$ cat config.mk
export PLATFORM = sky130hd
export DESIGN_NAME = lc3_mem_arbiter
export DESIGN_NICKNAME = d
export VERILOG_FILES = /design/src/rtl/lc3_mem_arbiter.sv
export SDC_FILE = /design/constraint.sdc
export NUM_CORES = 1
export LEC_CHECK = 0
export CORE_MARGIN = 2
export CORE_UTILIZATION = 45
export DETAILED_ROUTE_END_ITERATION = 8
export GPL_TIMING_DRIVEN = 0
export PLACE_DENSITY = 0.79
export REMOVE_ABC_BUFFERS = 1
export SKIP_LAST_GASP = 1
export SLEW_MARGIN = 20
export SYNTH_ARGS = -nofsm -noshare
export SYNTH_HDL_FRONTEND = slang
export SYNTH_SLANG_ARGS = --single-unit
$ cat constraint.sdc
create_clock -name clock -period 2.3 [get_ports clock]
set_input_delay 0.345 -clock clock [delete_from_list [all_inputs] [get_ports clock]]
set_output_delay 0.345 -clock clock [all_outputs]
set_load 0.03 [all_outputs]
$ cat src/rtl/lc3_mem_arbiter.sv
// Single-port arbiter merging the LC3 fetch and data ports onto one memory channel.
// Optional feature: define LC3_ARB_RR_EN for round-robin arbitration on simultaneous requests.
module lc3_mem_arbiter #(
    parameter int unsigned STALL_THRESH = 1000,
    parameter logic [15:0] ABORT_DATA   = 16'hDEAD
) (
    input  logic        clock,
    input  logic        reset,
    input  logic        instrmem_rd,
    input  logic [15:0] pc,
    output logic [15:0] Instr_dout,
    output logic        complete_instr,
    input  logic        data_req,
    input  logic        Data_rd,
    input  logic [15:0] Data_addr,
    input  logic [15:0] Data_din,
    output logic [15:0] Data_dout,
    output logic        complete_data,
    output logic [15:0] mem_addr,
    output logic        mem_re,
    output logic        mem_we,
    output logic [15:0] mem_wdata,
    input  logic [15:0] mem_rdata,
    input  logic        mem_ready,
    output logic        busy,
    output logic        timeout_err
);

    typedef enum logic [1:0] {IDLE, I_ACC, D_ACC, RESP} state_t;

    localparam logic [15:0] LAST_STALL = 16'(STALL_THRESH - 1);

    state_t      state;
    logic [15:0] stall_cnt;
    logic [15:0] acc_word;
    logic        grant_data;
    logic        acc_done;

`ifdef LC3_ARB_RR_EN
    logic last_data;

    // A conflict goes to whichever port did not win the previous grant.
    assign grant_data = data_req && (!instrmem_rd || !last_data);

    always_ff @(posedge clock or negedge reset) begin
        if (!reset) begin
            last_data <= 1'b0;
        end else if (state == IDLE && (data_req || instrmem_rd)) begin
            last_data <= grant_data;
        end
    end
`else
    assign grant_data = data_req;
`endif

    assign busy     = (state != IDLE);
    assign acc_done = mem_ready || (stall_cnt == LAST_STALL);

    // Writes return zero; an unanswered read returns the abort marker.
    always_comb begin
        acc_word = 16'h0000;
        if (mem_re) begin
            acc_word = mem_ready ? mem_rdata : ABORT_DATA;
        end
    end

    always_ff @(posedge clock or negedge reset) begin
        if (!reset) begin
            state          <= IDLE;
            stall_cnt      <= 16'h0000;
            mem_addr       <= 16'h0000;
            mem_re         <= 1'b0;
            mem_we         <= 1'b0;
            mem_wdata      <= 16'h0000;
            Instr_dout     <= 16'h0000;
            Data_dout      <= 16'h0000;
            complete_instr <= 1'b0;
            complete_data  <= 1'b0;
            timeout_err    <= 1'b0;
        end else begin
            case (state)
                IDLE: begin
                    if (grant_data) begin
                        state     <= D_ACC;
                        stall_cnt <= 16'h0000;
                        mem_addr  <= Data_addr;
                        mem_re    <= Data_rd;
                        mem_we    <= !Data_rd;
                        mem_wdata <= Data_rd ? 16'h0000 : Data_din;
                    end else if (instrmem_rd) begin
                        state     <= I_ACC;
                        stall_cnt <= 16'h0000;
                        mem_addr  <= pc;
                        mem_re    <= 1'b1;
                        mem_we    <= 1'b0;
                        mem_wdata <= 16'h0000;
                    end
                end
                I_ACC, D_ACC: begin
                    if (stall_cnt != 16'hFFFF) begin
                        stall_cnt <= stall_cnt + 16'h0001;
                    end
                    if (acc_done) begin
                        state          <= RESP;
                        mem_addr       <= 16'h0000;
                        mem_re         <= 1'b0;
                        mem_we         <= 1'b0;
                        mem_wdata      <= 16'h0000;
                        complete_instr <= (state == I_ACC);
                        complete_data  <= (state == D_ACC);
                        Instr_dout     <= (state == I_ACC) ? acc_word : 16'h0000;
                        Data_dout      <= (state == D_ACC) ? acc_word : 16'h0000;
                        if (!mem_ready) begin
                            timeout_err <= 1'b1;
                        end
                    end
                end
                RESP: begin
                    state          <= IDLE;
                    complete_instr <= 1'b0;
                    complete_data  <= 1'b0;
                    Instr_dout     <= 16'h0000;
                    Data_dout      <= 16'h0000;
                end
                default: begin
                    state <= IDLE;
                end
            endcase
        end
    end

endmodule
==> metrics.txt <==
Avg WL per Cell=17.8 microns; status=completed; Max Slew Vio Count=0; most common cell in the netlist=dfrtp_1; Die Y=100 microns; CTS tree=built; top-area cell type share of the netlist area=52.6%; Max clock buf depth=2; Synth Cell Area=0.00414 sq mm; post-synthesis sequential area ratio=52.6%; Pwr per Cell Area=1320 mW/mm^2; critical path's largest stage delay=0.46 ns; DIE AREA=0.00999 sq mm; total power=0.00786 W; leading post-synthesis cells by cell area=dfrtp_1, mux2_2, a22o_1; # setup viols final=0; crit-path cells=inv_1, ha_4, clkinv_2, nor2_4, buf_12, a21oi_4, mux2_2; count of cell types in the netlist=43; Synth Flop Type=dfrtp_1; Critical Path End Type=flop; placeable core area=0.00906 sq mm; Site Rows=35; Initial Util=45.7%; EDFF count, synth=0; I/O pin cnt=140; 1st-iter DRT viols=118; via count=3332; Final ANT Viol Nets=0; RD Place Congestion=0.787; Slew HR=33.5%; P&R area growth vs syn=44.0%; startpoint class of the critical path=flop; Synth top cells by count=dfrtp_1, nor2_1, mux2_2; layout net count=564; Synth Register Bits=87; post-layout util=65.8%; Peak VDD IR=800 uV; crit-path leading delay family=buffers and inverters; Filler cells=668; CTS HTree Levels=3; Clock Sinks=87; fin worst setup slack=0.0838 ns; RSZ-0062 raised after global routing=yes; vias in the first global route=3462; final WL=10.7 mm; Post-Synthesis Cells=345; critical path class=flop to flop; Final min period=2.22 ns; Synthesis Warnings=0; DP Wirelength=7.24 mm; fmax=451 MHz; largest net degree at the start of global routing=45; worst-path fanout max=18; slew at the pin closest to its max-slew limit=0.993 ns; async set or reset register ratio after synthesis=100%; initial antenna violation count=0; DRC Markers=0; Worst EP required=2.55 ns; WP buf/inv=3; syn_area_per_cell=12.0 sq um; P_leak=2.64 nW; WP data arrival=2.47 ns; final worst-path cycle share=96.4%; Max Cap Viol=0; Synth area leader=dfrtp_1; diodes inserted=0; clk_lat worst skew=0.36 ns; first-pass GRT wire length=17.0 mm; IO buf count=139; share of layout cells above drive strength 1=14.3%; worst slack at placement=-1.40 ns; slowest stage cell on the critical path=dfrtp_1; min-delay worst type=flop to flop; drt first pass iters=5; Total Routing Usage GR=21.6%; TritonCTS Buffers=9; Clock transition at path regs=0.10 ns; Fin. Hold Viols=0; die width=100 microns; clk_skew=0.0107 ns; root buffer cell=clkbuf_8; grt total ovfl=0; routed vias/inst=5.54
[power breakdown]
group          internal, W  switching, W
clock             0.000659      0.000588
combinational      0.00181       0.00241
sequential         0.00203      0.000357
[final timing paths]
path                                     startpoint                         to  slack (ns)  depth (start not counted)
hold reg to reg            mem_addr[11]$_DFFE_PN0P_   mem_addr[11]$_DFFE_PN0P_        0.50                          1
setup / recovery               state[0]$_DFFE_PN0P_  Data_dout[14]$_DFFE_PN0P_        0.08                          7
hold / removal             mem_addr[11]$_DFFE_PN0P_   mem_addr[11]$_DFFE_PN0P_        0.50                          1
setup reg to reg               state[0]$_DFFE_PN0P_  Data_dout[14]$_DFFE_PN0P_        0.08                          7
max in group asynchronous                     reset  Data_dout[15]$_DFFE_PN0P_        1.13                          3
min in group asynchronous                     reset    mem_addr[1]$_DFFE_PN0P_        0.53                          2
[worst register-to-register path, stage by stage, from the launching register on]
cell and delay (ns):
dfrtp_1 0.46, inv_1 0.16, ha_4 0.35, clkinv_2 0.17, nor2_4 0.05, buf_12 0.16
a21oi_4 0.37, mux2_2 0.39
[layout make-up]
cell class	count	area, sq um	area share, %
timing repair buffer	148	1510	25.4
clock buffer	10	138	2.31
clock inverter	6	97.6	1.64
inverter	6	23.8	0.398
sequential	87	2180	36.5
tap	111	139	2.33
multi-input combinational	233	1880	31.5
[registers in the layout, summed over array words and instances, names as in the netlist]
register,cells
Data_dout,16
Instr_dout,16
complete_data,1
complete_instr,1
mem_addr,16
mem_re,1
mem_wdata,16
mem_we,1
stall_cnt,16
state,2
timeout_err,1
[routing by layer]
| layer | wire length, microns | track usage, % | share of wire, % | vias to the layer above |
|---|---|---|---|---|
| met5 | 0 | 0 | 0 | - |
| met3 | 866 | 7.94 | 8.1 | 16 |
| met2 | 4980 | 33.2 | 47 | 131 |
| met4 | 170 | 7.69 | 1.6 | 0 |
| li1 | - | - | - | 1557 |
| met1 | 4660 | 28.3 | 44 | 1628 |
[placed cells by master (no fill, tap or decap), types with 4 or more instances in the layout]
cell type	instances
nor2_1	35
nand2_1	11
clkbuf_8	10
nor3_1	10
nor2b_1	12
inv_1	5
a21o_1	4
o2bb2ai_1	23
mux2i_1	22
ha_1	8
a221o_1	5
clkdlybuf4s50_1	136
buf_12	4
nand4_1	4
buf_4	5
mux2_2	29
a22o_1	28
dfrtp_1	87
[metrics by stage]
| stage | cell area, sq um | setup TNS [ns] | hold WS, ns | std cells |
|---|---|---|---|---|
| 2_1_floorplan | 4000 | -13.07 | 0.0494 | 323 |
| 6_report | 5970 | 0 | 0.498 | 601 |
| 5_1_grt | 5970 | -0.699 | 0.515 | 601 |
| 4_1_cts | 5860 | 0 | 0.502 | 592 |
| 3_5_place_dp | 5560 | -82.04 | 0.390 | 574 |
| 3_3_place_gp | 5530 | -273.57 | 0.460 | 573 |
[cell families (layout without fill, tap and decap cells)]
| kind of cell | after synthesis | count (layout) | share of synthesized area, % |
|---|---|---|---|
| mux | 51 | 51 | 13.2 |
| flops | 87 | 87 | 52.6 |
| fa+ha+maj | 9 | 9 | 2.72 |
| simple gates | 94 | 94 | 12.2 |
| compound gates | 76 | 79 | 15.4 |
| buf+inv | 28 | 170 | 3.96 |
[what timing repair did]
| item | in CTS | in global routing |
|---|---|---|
| pin swaps | 1 | 3 |
| hold endpoints to repair | 3 | 0 |
| endpoints found under the setup margin | 87 | 67 |
| hold buffers | 1 | 0 |
| setup buffers | 0 | 7 |
| gates resized for setup | 13 | 1 |
| cloned | 1 | 2 |
(Power assumes the default switching activity.)
